File: src/rtl/opfetch_pkg.sv
// rtl/opfetch_pkg.sv - operand_fetch default widths, skid-buffer state encoding and entry layout
package opfetch_pkg;

    localparam int DEFAULT_DATA_W = 32;
    localparam int DEFAULT_ADDR_W = 5;
    localparam int DEFAULT_OP_W   = 6;
    localparam int IMM_W          = 16;

    typedef enum logic [1:0] {
        ST_EMPTY = 2'd0,
        ST_ONE   = 2'd1,
        ST_TWO   = 2'd2
    } state_t;

    typedef struct packed {
        logic [DEFAULT_DATA_W-1:0] a;
        logic [DEFAULT_DATA_W-1:0] b;
        logic [DEFAULT_DATA_W-1:0] imm;
        logic [DEFAULT_ADDR_W-1:0] rd;
        logic [DEFAULT_OP_W-1:0]   op;
    } entry_t;

    localparam int DEFAULT_ENTRY_W = $bits(entry_t);

endpackage

File: src/rtl/operand_fetch_if.sv
// rtl/operand_fetch_if.sv - decode-side and execute-side handshakes of operand_fetch
interface operand_fetch_if #(
    parameter int DATA_W = opfetch_pkg::DEFAULT_DATA_W,
    parameter int ADDR_W = opfetch_pkg::DEFAULT_ADDR_W,
    parameter int OP_W   = opfetch_pkg::DEFAULT_OP_W
);
    logic              in_valid;
    logic              in_ready;
    logic [ADDR_W-1:0] in_rs;
    logic [ADDR_W-1:0] in_rt;
    logic [ADDR_W-1:0] in_rd;
    logic [15:0]       in_imm;
    logic [OP_W-1:0]   in_op;

    logic              out_valid;
    logic              out_ready;
    logic [DATA_W-1:0] out_a;
    logic [DATA_W-1:0] out_b;
    logic [DATA_W-1:0] out_imm;
    logic [ADDR_W-1:0] out_rd;
    logic [OP_W-1:0]   out_op;

    // master is the surrounding pipeline (decode feeding, execute draining)
    modport master (
        output in_valid, in_rs, in_rt, in_rd, in_imm, in_op, out_ready,
        input  in_ready, out_valid, out_a, out_b, out_imm, out_rd, out_op
    );

    modport slave (
        input  in_valid, in_rs, in_rt, in_rd, in_imm, in_op, out_ready,
        output in_ready, out_valid, out_a, out_b, out_imm, out_rd, out_op
    );
endinterface

File: src/rtl/opfetch_entry.sv
// rtl/opfetch_entry.sv - one skid-buffer slot holding a packed a/b/imm/rd/op entry
module opfetch_entry #(
    parameter int W = opfetch_pkg::DEFAULT_ENTRY_W
) (
    input  logic         clk,
    input  logic         rst_n,
    input  logic         load,
    input  logic [W-1:0] d,
    output logic [W-1:0] q
);
    always_ff @(posedge clk or negedge rst_n) begin
        if (!rst_n) begin
            q <= '0;
        end else if (load) begin
            q <= d;
        end
    end
endmodule

File: src/rtl/operand_fetch.sv
// rtl/operand_fetch.sv - register-read stage with 2-entry skid buffer; define OPERAND_FETCH_BYPASS_EN
// for same-edge writeback bypass, otherwise hazards against the writeback port stall in_ready.
module operand_fetch
    import opfetch_pkg::*;
#(
    parameter int DATA_W = DEFAULT_DATA_W,
    parameter int ADDR_W = DEFAULT_ADDR_W,
    parameter int OP_W   = DEFAULT_OP_W
) (
    input  logic              Clk,
    input  logic              Reset_n,
    operand_fetch_if.slave    bus,
    output logic [ADDR_W-1:0] ReadRegister1,
    output logic [ADDR_W-1:0] ReadRegister2,
    input  logic [DATA_W-1:0] ReadData1,
    input  logic [DATA_W-1:0] ReadData2,
    input  logic              wb_valid,
    input  logic [ADDR_W-1:0] wb_reg,
    input  logic [DATA_W-1:0] wb_data
);
    typedef struct packed {
        logic [DATA_W-1:0] a;
        logic [DATA_W-1:0] b;
        logic [DATA_W-1:0] imm;
        logic [ADDR_W-1:0] rd;
        logic [OP_W-1:0]   op;
    } slot_t;

    localparam int SLOT_W = $bits(slot_t);

    state_t            state, state_nxt;
    logic              rd_ptr;
    logic              in_ready_q;
    logic              hazard;
    logic              in_acc, out_acc;
    logic              wr_sel;
    logic [1:0]        load;
    logic [DATA_W-1:0] opnd_a, opnd_b;
    slot_t             wr_slot, head;
    logic [SLOT_W-1:0] slot_q [2];

    assign ReadRegister1 = bus.in_rs;
    assign ReadRegister2 = bus.in_rt;

`ifdef OPERAND_FETCH_BYPASS_EN
    assign hazard = 1'b0;
    assign opnd_a = (bus.in_rs == '0) ? '0 :
                    (wb_valid && wb_reg == bus.in_rs) ? wb_data : ReadData1;
    assign opnd_b = (bus.in_rt == '0) ? '0 :
                    (wb_valid && wb_reg == bus.in_rt) ? wb_data : ReadData2;
`else
    // Writeback data reaches us through the regfile one cycle later instead.
    logic unused_wb_data;
    assign unused_wb_data = ^wb_data;
    assign hazard = wb_valid && (wb_reg != '0) &&
                    ((wb_reg == bus.in_rs) || (wb_reg == bus.in_rt));
    assign opnd_a = (bus.in_rs == '0) ? '0 : ReadData1;
    assign opnd_b = (bus.in_rt == '0) ? '0 : ReadData2;
`endif

    assign bus.in_ready  = in_ready_q && !hazard;
    assign bus.out_valid = (state != ST_EMPTY);
    assign in_acc        = bus.in_valid && bus.in_ready;
    assign out_acc       = bus.out_valid && bus.out_ready;

    always_comb begin
        wr_slot     = '0;
        wr_slot.a   = opnd_a;
        wr_slot.b   = opnd_b;
        wr_slot.imm = {{(DATA_W-16){bus.in_imm[15]}}, bus.in_imm};
        wr_slot.rd  = bus.in_rd;
        wr_slot.op  = bus.in_op;
    end

    // With one entry held the new one goes behind it; when empty it becomes the head.
    assign wr_sel = (state == ST_EMPTY) ? rd_ptr : ~rd_ptr;

    always_comb begin
        load = '0;
        if (in_acc) begin
            load[wr_sel] = 1'b1;
        end
    end

    for (genvar i = 0; i < 2; i++) begin : g_slot
        opfetch_entry #(.W(SLOT_W)) u_slot (
            .clk   (Clk),
            .rst_n (Reset_n),
            .load  (load[i]),
            .d     (wr_slot),
            .q     (slot_q[i])
        );
    end

    assign head        = slot_t'(slot_q[rd_ptr]);
    assign bus.out_a   = head.a;
    assign bus.out_b   = head.b;
    assign bus.out_imm = head.imm;
    assign bus.out_rd  = head.rd;
    assign bus.out_op  = head.op;

    always_comb begin
        state_nxt = state;
        unique case (state)
            ST_EMPTY: if (in_acc) state_nxt = ST_ONE;
            ST_ONE: begin
                if (in_acc && !out_acc) begin
                    state_nxt = ST_TWO;
                end else if (!in_acc && out_acc) begin
                    state_nxt = ST_EMPTY;
                end
            end
            ST_TWO:   if (out_acc) state_nxt = ST_ONE;
            default:  state_nxt = ST_EMPTY;
        endcase
    end

    always_ff @(posedge Clk or negedge Reset_n) begin
        if (!Reset_n) begin
            state      <= ST_EMPTY;
            rd_ptr     <= 1'b0;
            in_ready_q <= 1'b1;
        end else begin
            state      <= state_nxt;
            in_ready_q <= (state_nxt != ST_TWO);
            if (out_acc) begin
                rd_ptr <= ~rd_ptr;
            end
        end
    end
endmodule
File: src/flat_wrapper.sv
// flat-port wrapper written by rule: the top's interface ports become plain ports
module operand_fetch_flat import opfetch_pkg::*;
#(
    parameter int DATA_W = DEFAULT_DATA_W,
    parameter int ADDR_W = DEFAULT_ADDR_W,
    parameter int OP_W   = DEFAULT_OP_W
)
  (Clk, Reset_n, ReadRegister1, ReadRegister2, ReadData1, ReadData2, wb_valid, wb_reg, wb_data, bus_in_valid, bus_in_rs, bus_in_rt, bus_in_rd, bus_in_imm, bus_in_op, bus_out_ready, bus_in_ready, bus_out_valid, bus_out_a, bus_out_b, bus_out_imm, bus_out_rd, bus_out_op);
  operand_fetch_if #(.DATA_W(DATA_W), .ADDR_W(ADDR_W), .OP_W(OP_W)) bus_i ();
  input  logic Clk;
  input  logic Reset_n;
  output logic [ADDR_W-1:0] ReadRegister1;
  output logic [ADDR_W-1:0] ReadRegister2;
  input  logic [DATA_W-1:0] ReadData1;
  input  logic [DATA_W-1:0] ReadData2;
  input  logic wb_valid;
  input  logic [ADDR_W-1:0] wb_reg;
  input  logic [DATA_W-1:0] wb_data;
  input wire logic [$bits(bus_i.in_valid)-1:0] bus_in_valid;
  input wire logic [$bits(bus_i.in_rs)-1:0] bus_in_rs;
  input wire logic [$bits(bus_i.in_rt)-1:0] bus_in_rt;
  input wire logic [$bits(bus_i.in_rd)-1:0] bus_in_rd;
  input wire logic [$bits(bus_i.in_imm)-1:0] bus_in_imm;
  input wire logic [$bits(bus_i.in_op)-1:0] bus_in_op;
  input wire logic [$bits(bus_i.out_ready)-1:0] bus_out_ready;
  output wire logic [$bits(bus_i.in_ready)-1:0] bus_in_ready;
  output wire logic [$bits(bus_i.out_valid)-1:0] bus_out_valid;
  output wire logic [$bits(bus_i.out_a)-1:0] bus_out_a;
  output wire logic [$bits(bus_i.out_b)-1:0] bus_out_b;
  output wire logic [$bits(bus_i.out_imm)-1:0] bus_out_imm;
  output wire logic [$bits(bus_i.out_rd)-1:0] bus_out_rd;
  output wire logic [$bits(bus_i.out_op)-1:0] bus_out_op;
  assign bus_i.in_valid = bus_in_valid;
  assign bus_i.in_rs = bus_in_rs;
  assign bus_i.in_rt = bus_in_rt;
  assign bus_i.in_rd = bus_in_rd;
  assign bus_i.in_imm = bus_in_imm;
  assign bus_i.in_op = bus_in_op;
  assign bus_i.out_ready = bus_out_ready;
  assign bus_in_ready = bus_i.in_ready;
  assign bus_out_valid = bus_i.out_valid;
  assign bus_out_a = bus_i.out_a;
  assign bus_out_b = bus_i.out_b;
  assign bus_out_imm = bus_i.out_imm;
  assign bus_out_rd = bus_i.out_rd;
  assign bus_out_op = bus_i.out_op;
  operand_fetch #(.DATA_W(DATA_W), .ADDR_W(ADDR_W), .OP_W(OP_W)) u_core (.Clk(Clk), .Reset_n(Reset_n), .bus(bus_i), .ReadRegister1(ReadRegister1), .ReadRegister2(ReadRegister2), .ReadData1(ReadData1), .ReadData2(ReadData2), .wb_valid(wb_valid), .wb_reg(wb_reg), .wb_data(wb_data));
endmodule
File: config.mk
export PLATFORM = sky130hd
export DESIGN_NAME = operand_fetch_flat
export DESIGN_NICKNAME = d
export VERILOG_FILES = /design/src/rtl/opfetch_pkg.sv /design/src/rtl/operand_fetch_if.sv /design/src/rtl/opfetch_entry.sv /design/src/rtl/operand_fetch.sv /design/src/flat_wrapper.sv
export SDC_FILE = /design/constraint.sdc
export NUM_CORES = 1
export LEC_CHECK = 0
export BUFFER_PORTS_ARGS = -buffer_cell sky130_fd_sc_hd__buf_4
export CAP_MARGIN = 10
export CORE_MARGIN = 4
export CORE_UTILIZATION = 43
export CTS_BUF_LIST = sky130_fd_sc_hd__clkbuf_4 sky130_fd_sc_hd__clkbuf_8
export DETAILED_ROUTE_END_ITERATION = 10
export GPL_ROUTABILITY_DRIVEN = 0
export GPL_TIMING_DRIVEN = 0
export MAX_ROUTING_LAYER = met4
export PLACE_DENSITY = 0.69
export SLEW_MARGIN = 20
export SYNTH_ARGS = -nofsm -noshare
export SYNTH_HDL_FRONTEND = slang
export SYNTH_SLANG_ARGS = --single-unit
File: constraint.sdc
create_clock -name Clk -period 3.87 [get_ports Clk]
set_input_delay 0.1935 -clock Clk [delete_from_list [all_inputs] [get_ports Clk]]
set_output_delay 0.1935 -clock Clk [all_outputs]
set_load 0.1 [all_outputs]
# Yosys cells after proc, flatten, opt, wreduce, memory -nomap -nowiden
# Cells that the tools add are included.
[totals]
reg_bits = 218
in_bits = 143
elab_cells = 46
[op_classes]
n_lt_le_gt_ge = 3
n_eq_ne = 5
muxes = 14
n_bitwise = 2
reduce_logical = 17
[op_table]
columns = ["op", "count"]
rows = [
  ["107-bit two-way mux", 3],
  ["32-bit two-way mux", 2],
  ["5-bit == test", 2],
  ["5-bit logical NOT", 2],
  ["2-bit two-way mux", 5],
  ["1-bit logical AND", 8],
  ["2-bit one-hot mux with 3 select lines", 1],
  ["5-bit nonzero test", 1],
  ["1-bit logical NOT", 3],
  ["2-bit by 1-bit == test with 1-bit output (second input constant)", 1],
  ["2-bit == test (second input constant)", 1],
  ["2-bit greater-or-equal comparator (second input constant)", 1],
  ["2-bit logical NOT", 1],
  ["1-bit by 2-bit less-than comparator with 1-bit output (second input constant)", 1],
  ["1-bit two-way mux", 2],
  ["2-bit != test (second input constant)", 1],
  ["1-bit NOT with 2-bit output", 1],
  ["2-bit nonzero test", 1],
  ["1-bit demux with 1-bit select", 1],
  ["1-bit greater-or-equal comparator (second input constant)", 1],
  ["1-bit logical OR", 1],
  ["1-bit NOT", 1],
]

# Longest topological paths before layout
# Gate-level depths: netlist of the first run.
[logic_depth]
word_depth = 12
mapped_depth = 9
mapped_depth_nobuf = 6

# Cells and area by module
# A second synthesis of the first run with hierarchy kept.
[unflattened]
hier_cells = 693
area_unflattened_um2 = 10291.1
[modules_own_cells]
columns = ["mod", "n_inst", "cells_per_inst", "area_each_um2", "seq_area_each_um2"]
rows = [
  ["opfetch_entry", 2, 226, 4086.4, 2677.6],
  ["operand_fetch", 1, 241, 2118.3, 101.3],
]

# Worst setup path before layout of the first run
# Ideal clock, no wire load.
[synth_path]
kind = "register to output"
from = "register u_core.rd_ptr"
to = "output bus_out_imm[16]"
arrival_ps = 2147
t_required_ps = 3677
setup_slack_ps = 1529
path_stages_with_launch = 5
n_path_buf = 3
cell_sequence = "dfrtp_1 > clkbuf_1 > clkbuf_1 > mux2_2 > buf_4"
[synth_between]
elab_chain_cells = 4
[synth_lines]
columns = ["element", "line_no", "text"]
rows = [
  ["start: declaration", "operand_fetch.sv:32", "logic rd_ptr;"],
  ["start signal: assignment", "operand_fetch.sv:127", "rd_ptr <= ~rd_ptr;"],
  ["1-bit NOT with 2-bit output (implied by the code)", "operand_fetch.sv:95", "assign head = slot_t'(slot_q[rd_ptr]);"],
  ["107-bit two-way mux (implied by the code) (3 in series)", "operand_fetch.sv:95", ""],
  ["end: declaration", "flat_wrapper.sv:30", "output wire logic [$bits(bus_i.out_imm)-1:0] bus_out_imm;"],
]
# Every way passes these cells. The select of a mux whose other input is x is not followed.

# Worst setup path after layout of the first run
[layout_path]
from = "register u_core.rd_ptr"
to = "output bus_out_imm[20]"
# Same word-level chain as after synthesis.

==> results.py, run 1 <==
metrics = {
    "run_status": {
        "status": "completed",
    },
    "clocking": {
        "cts_resized": 0,
        "cts_buffers": 17,
        "ctsRootBufferMaster": "clkbuf_8",
        "clkTransAtPathRegs_ns": 0.10,
        "htree_levels": 4,
        "cts_tree": "yes",
        "clock_latency_ns": 0.46,
        "cts_sinks": 186,
        "cts_max_path_buffers": 2,
    },
    "global_route": {
        "overflow": 0,
        "antenna_found_initial": 0,
        "grt_max_degree": 98,
        "track_usage_pct": 21.1,
        "grt_pass1_wl_um": 36200,
        "grt_pass1_vias": 6923,
    },
    "floorplanning": {
        "start_util_pct": 44.3,
        "core_mm2": 0.0197,
        "ios": 262,
        "rows": 51,
        "fp.dieH_um": 150,
        "die_area_mm2": 0.0226,
        "fp.dieW_um": 150,
    },
    "layout": {
        "final_cell_mix": "buf_4 (254), nand2_1 (195), dfrtp_1 (185), o21ai_0 (111), mux2_2 (91)",
        "stdcell_area_mm2": 0.0121,
        "multiInputGateArea_mm2": 0.00351,
        "n_fill_cell": 1637,
        "instances_no_fill": 1383,
        "final_common_cell": "buf_4",
        "antenna_cells": 0,
        "syn2layout_area_growth_pct": 39.2,
        "drive_gt1_share_pct": 41.0,
        "fin_nets": 1249,
        "seqCellArea_mm2": 0.00466,
    },
    "critical_path": {
        "cp_max_fo": 17,
        "critPathCaptureType": "output pin",
        "r2r_end": "u_core.g_slot[0].u_slot.q[65]",
        "crit_end": "bus_out_imm[20]",
        "arrival_ns": 3.07,
        "crit_type": "flop to output pin",
        "worstSetupStartpointType": "flop",
        "worst-r2r-cell-count": 8,
        "worstPathRequired_ns": 3.68,
        "ff2ff_setup_slack_ns": 1.96,
        "regToRegStartpoint": "u_core.state[1]",
        "crit_path_start": "u_core.rd_ptr",
    },
    "worst_hold_path": {
        "hp-class": "input port to flop",
    },
    "drt": {
        "ant_nets": 0,
        "drc": 0,
        "num_vias": 6778,
        "drt-initial-drc-count": 253,
        "first_pass_iters": 4,
        "vias_per_cell": 4.90,
        "wl_per_cell_um": 16.6,
        "wirelength_um": 23000,
    },
    "timing": {
        "finalSetupViolCount": 0,
        "whs_ns": 0.0267,
        "tightest_slew_ns": 0.762,
        "min_period_ns": 3.26,
        "finalCritPeriodShare_pct": 84.3,
        "rsz0062_at_grt": "no",
        "final_max_slew_viol_count": 0,
        "finalClockSkew_ns": 0.0163,
        "max-slew-margin-rel_pct": 49.2,
        "hold_viol": 0,
        "clock.fmax_mhz": 306,
        "fin_setup_tns_ns": 0,
    },
    "place": {
        "hpwl_um": 15800,
        "placedCellCount": 1263,
        "place_area_mm2": 0.0108,
        "io_buffers": 229,
    },
    "synth": {
        "ys_seq_area_share_pct": 53.5,
        "avgSynthCellArea_um2": 11.3,
        "postSynthCellCount": 768,
        "ys_types": 30,
        "syn-cell-area_mm2": 0.00870,
        "ys_seq_elements": 186,
        "syn_nets": 911,
        "yosys_warnings": 0,
    },
    "job": {
        "maxCapViolCount": 0,
    },
}
-- final cells by class --
| cell class | count | area share [%] |
|---|---|---|
| flip-flops and latches | 186 | 38.4 |
| repair buffers | 319 | 21.8 |
| clock inverters | 12 | 1.55 |
| inverters | 1 | 0.0310 |
| plain buffers | 76 | 4.40 |
| multi-input cells | 505 | 28.9 |
| well taps | 265 | 2.74 |
| clock buffers | 19 | 2.06 |
-- per-stage QoR --
stage          setup WS, ns  util [%]
6_report              0.606      61.6
5_1_grt               0.434      61.6
4_1_cts               0.566      61.6
3_5_place_dp           1.11      54.9
3_3_place_gp           1.18      54.7
2_1_floorplan          1.53         -
-- cell families after synthesis --
family	after synthesis	synth area share (%)
simple gates	209	9.32
flops	186	53.5
mux	146	21.2
compound gates	137	8.46
buf+inv	77	6.17
xor+xnor	13	1.31
-- synthesized netlist by cell type --
| cell type | number | share of area [%] |
|---|---|---|
| inv_1 | 1 | 0.043 |
| dfrtp_1 | 185 | 53 |
| nor3_1 | 4 | 0.23 |
| o21ai_4 | 1 | 0.19 |
| o21ai_0 | 111 | 6.4 |
| mux2i_1 | 1 | 0.12 |
| or3b_1 | 1 | 0.10 |
| xor2_1 | 11 | 1.1 |
| buf_4 | 26 | 2.2 |
| a21o_1 | 1 | 0.086 |
| buf_1 | 1 | 0.043 |
| nand2_1 | 195 | 8.4 |
| o221ai_1 | 1 | 0.10 |
| o2111ai_2 | 2 | 0.35 |
| nor2b_1 | 1 | 0.072 |
| o211ai_1 | 1 | 0.086 |
| mux2_2 | 91 | 12 |
| nand2b_1 | 1 | 0.072 |
| or4_4 | 1 | 0.13 |
| nor2_1 | 5 | 0.22 |
| dfstp_2 | 1 | 0.30 |
| o21ai_1 | 17 | 0.98 |
| o21a_1 | 1 | 0.086 |
| mux2_4 | 54 | 9.3 |
| a21oi_1 | 1 | 0.057 |
| buf_6 | 20 | 2.6 |
| clkbuf_1 | 29 | 1.3 |
| a22oi_2 | 1 | 0.14 |
| nand3b_1 | 1 | 0.086 |
| xnor2_1 | 2 | 0.20 |
-- flip-flops by register name, indices dropped and copies added, names as in the netlist --
| signal | flops |
|---|---|
| u_core.g_slot.u_slot.q | 182 |
| u_core.in_ready_q | 1 |
| u_core.rd_ptr | 1 |
| u_core.state | 2 |
-- critical path, stage by stage, from the launching register on --
cell      delay, ns
dfrtp_1        0.43
clkbuf_1       0.61
clkbuf_1       0.59
mux2_2         0.51
buf_4          0.18
buf_4          0.28
-- metal layers --
metal / share of wire, % / wire, um / vias to the layer above / global-route usage [%]
li1: - / - / 3245 / -
met5: 0 / 0 / - / -
met3: 5.1 / 1180 / 34 / 4.09
met2: 48 / 11000 / 199 / 33.0
met4: 1.9 / 438 / 0 / 6.36
met1: 45 / 10300 / 3300 / 28.1
-- how the worst min path moves through the flow --
stage / from / to / slack [ns] / depth (start not counted)
floorplan: Reset_n / u_core.g_slot[0].u_slot.q[0] / -0.10 / 0
global placement: bus_out_ready / u_core.state[1] / 0.40 / 2
detailed placement: Reset_n / u_core.g_slot[0].u_slot.q[83] / 0.25 / 1
CTS: ReadData1[12] / u_core.g_slot[1].u_slot.q[87] / 0.003 / 3
global route: ReadData1[12] / u_core.g_slot[0].u_slot.q[87] / 0.003 / 3
finish: ReadData1[12] / u_core.g_slot[1].u_slot.q[87] / 0.03 / 3
-- repair_timing --
action	CTS	global route
buffers inserted	0	0
hold endpoints to repair	260	0
endpoints found under the setup margin	0	0
hold buffers	89	0
Power of run 1 is left out: the tool's default activity adds up to more than one toggle a clock period on the data nets, which glitch-free logic cannot reach.
==> run 2, diff against run 1 <==
--- a/config.mk
+++ b/config.mk
@@ -5,6 +5,7 @@
 export SDC_FILE = /design/constraint.sdc
 export NUM_CORES = 1
 export LEC_CHECK = 0
+export ABC_AREA = 1
 export BUFFER_PORTS_ARGS = -buffer_cell sky130_fd_sc_hd__buf_4
 export CAP_MARGIN = 10
 export CORE_MARGIN = 4
@@ -14,7 +15,7 @@
 export GPL_ROUTABILITY_DRIVEN = 0
 export GPL_TIMING_DRIVEN = 0
 export MAX_ROUTING_LAYER = met4
-export PLACE_DENSITY = 0.69
+export PLACE_DENSITY = 0.68
 export SLEW_MARGIN = 20
 export SYNTH_ARGS = -nofsm -noshare
 export SYNTH_HDL_FRONTEND = slang
==> constraint.sdc (replaced) <==
create_clock -name Clk -period 3.2 [get_ports Clk]
set_input_delay 0.16 -clock Clk [delete_from_list [all_inputs] [get_ports Clk]]
set_output_delay 0.16 -clock Clk [all_outputs]
set_load 0.1 [all_outputs]
==> results.py, run 2 <==
metrics = {
    "synth": {
        "ys_seq_area_share_pct": 51.1,
        "yosys_warnings": 0,
        "async_reset_ff_share_pct": 100,
        "ys_seq_elements": 186,
        "yosys-top-cells-count": "nand2_1 (537), dfrtp_1 (185), o21ai_2 (100)",
        "syn_nets": 1226,
        "syn-cell-area_mm2": 0.00911,
        "yosys-top-cells-area": "dfrtp_1 (51%), nand2_1 (22%), o21ai_2 (9.6%)",
        "yosys.area.top_type": "dfrtp_1",
        "synth_top_area_share_pct": 50.8,
        "ys_types": 23,
        "synth_flop_cell": "dfrtp_1",
        "avgSynthCellArea_um2": 8.41,
        "synth_most_common_cell": "nand2_1",
        "postSynthCellCount": 1083,
        "synth-edff-count": 0,
    },
    "floorplanning": {
        "start_util_pct": 44.3,
        "core_mm2": 0.0206,
        "fp.dieH_um": 154,
        "fp.dieW_um": 154,
        "ios": 262,
        "rows": 52,
        "die_area_mm2": 0.0236,
    },
    "timing": {
        "finalCritPeriodShare_pct": 89.9,
        "max-slew-margin-rel_pct": 60.5,
        "final_max_slew_viol_count": 0,
        "fin_setup_tns_ns": 0,
        "rsz0062_at_grt": "no",
        "finalSetupViolCount": 0,
        "min_period_ns": 2.88,
        "hold_viol": 0,
        "tightest_slew_ns": 0.592,
        "finalClockSkew_ns": 0.00724,
        "clock.fmax_mhz": 348,
        "fin_ws_ns": 0.323,
    },
    "layout": {
        "regMostFlops": "u_core.g_slot.u_slot.q",
        "instances_no_fill": 1708,
        "drive_gt1_share_pct": 31.3,
        "antenna_cells": 0,
        "syn2layout_area_growth_pct": 37.9,
        "fin_nets": 1568,
        "stdcell_area_mm2": 0.0126,
        "top_regs": "u_core.g_slot.u_slot.q x182, u_core.state x2",
        "final_common_cell": "nand2_1",
        "largest_reg_flops": 182,
        "final_cell_mix": "nand2_1 (537), buf_4 (254), dfrtp_1 (185), o21ai_2 (100), dlygate4sd3_1 (92)",
    },
    "critical_path": {
        "critPathCaptureType": "output pin",
        "crit_type": "flop to output pin",
        "path_delay_family": "buffers and inverters",
        "slowest_stage": "clkbuf_1",
        "cp_max_fo": 17,
        "path_buf_inv": 4,
        "worstPathRequired_ns": 3.04,
        "path_cells": "clkbuf_2 > clkbuf_1 > nand2_1 > nand2_1 > buf_4 > buf_4",
        "ff2ff_setup_slack_ns": 1.55,
        "worstSetupStartpointType": "flop",
        "cpPeakStageDelay_ns": 0.45,
        "arrival_ns": 2.72,
    },
    "drt": {
        "vias_per_cell": 4.75,
        "wirelength_um": 25900,
        "first_pass_iters": 5,
        "wl_per_cell_um": 15.1,
        "drc": 0,
        "ant_nets": 0,
        "drt-initial-drc-count": 507,
        "num_vias": 8118,
    },
    "place": {
        "hpwl_um": 17400,
        "pre_cts_ws_ns": 0.469,
        "io_buffers": 229,
        "placedCellCount": 1584,
        "place_area_mm2": 0.0112,
    },
    "clocking": {
        "post_cts_buffers": 0,
        "htree_levels": 4,
        "clkTransAtPathRegs_ns": 0.10,
        "cts_max_path_buffers": 2,
        "cts_sinks": 186,
        "ctsRootBufferMaster": "clkbuf_8",
        "clock_latency_ns": 0.45,
        "cts_tree": "yes",
        "cts_buffers": 17,
    },
    "job": {
        "maxCapViolCount": 0,
    },
    "global_route": {
        "grt_max_degree": 82,
        "grt_pass1_vias": 8118,
        "antenna_found_initial": 0,
        "overflow": 0,
        "track_usage_pct": 22.5,
        "grt_pass1_wl_um": 41800,
    },
    "worst_hold_path": {
        "hp-class": "input port to flop",
    },
    "run_status": {
        "status": "completed",
    },
}
==> run 2: cell count changes after synthesis, sizes merged, moves of 3 or more <==
cell | before | now
nand2 | 195 | 548
mux2 | 145 | 0
o21ai | 129 | 185
inv | 1 | 49
buf | 47 | 66
xor2 | 11 | 1
nand3 | 0 | 7
clkbuf | 29 | 25
nand4 | 0 | 3
==> run 2: stage by stage <==
step                      hold slack, ns  util [%]
after CTS                       0.000308      61.1
after global routing             0.00871      61.1
after global placement             0.433      54.3
final                             0.0354      61.1
after floorplan                   -0.136         -
after detailed placement           0.114      54.6
==> run 2: area by class of cell <==
| class | count | area, um2 |
|---|---|---|
| fillers | 1862 | 7990 |
| clock buffers | 17 | 234 |
| repair buffers | 323 | 2700 |
| clock inverters | 15 | 179 |
| plain buffers | 91 | 744 |
| well taps | 270 | 338 |
| multi-input cells | 757 | 3530 |
| inverters | 49 | 184 |
| flip-flops and latches | 186 | 4660 |
==> run 2: final timing paths <==
path                                                       end                          start  cells past startpoint
worst min register to register   u_core.g_slot[0].u_slot.q[73]  u_core.g_slot[0].u_slot.q[73]                      2
max in group asynchronous                    u_core.in_ready_q                        Reset_n                      4
worst max register to register   u_core.g_slot[1].u_slot.q[92]                u_core.state[1]                      8
worst max-delay path                           bus_out_imm[20]                  u_core.rd_ptr                      6
min in group asynchronous        u_core.g_slot[0].u_slot.q[62]                        Reset_n                      2
worst min-delay path            u_core.g_slot[1].u_slot.q[101]                  ReadData1[26]                      3
==> run 2: timing repair <==
item                                    CTS  global route
gates resized for setup                   1             0
hold buffers                             92             0
endpoints found under the hold margin   234             0
endpoints found under the setup margin   16             0
==> run 2: cells by family (layout without fill, tap and decap cells) <==
logic type,count (synthesis),count (layout),share of synthesized area [%]
flops,186,186,51.1
xor+xnor,3,3,0.288
simple gates,567,567,24.0
compound gates,187,187,14.4
buf+inv,140,495,10.2
==> run 2: worst register-to-register path, cell delays in order, from the launching register on <==
cell and delay (ns):
dfrtp_1 0.42, nor2_2 0.17, xor2_1 0.27, inv_1 0.08, nand4_2 0.12, buf_6 0.22, buf_6 0.18, nand2_1 0.06
o21ai_1 0.07
==> run 2: routing by layer <==
metal  track usage, %  vias up  share of wire [%]
met5                -        -                  0
met2             35.0      234                 48
met1             31.3     3807                 46
met3             3.82       25                4.9
met4             4.71        0                1.3
li1                 -     4052                  -
Power of run 2 is left out for the same reason.
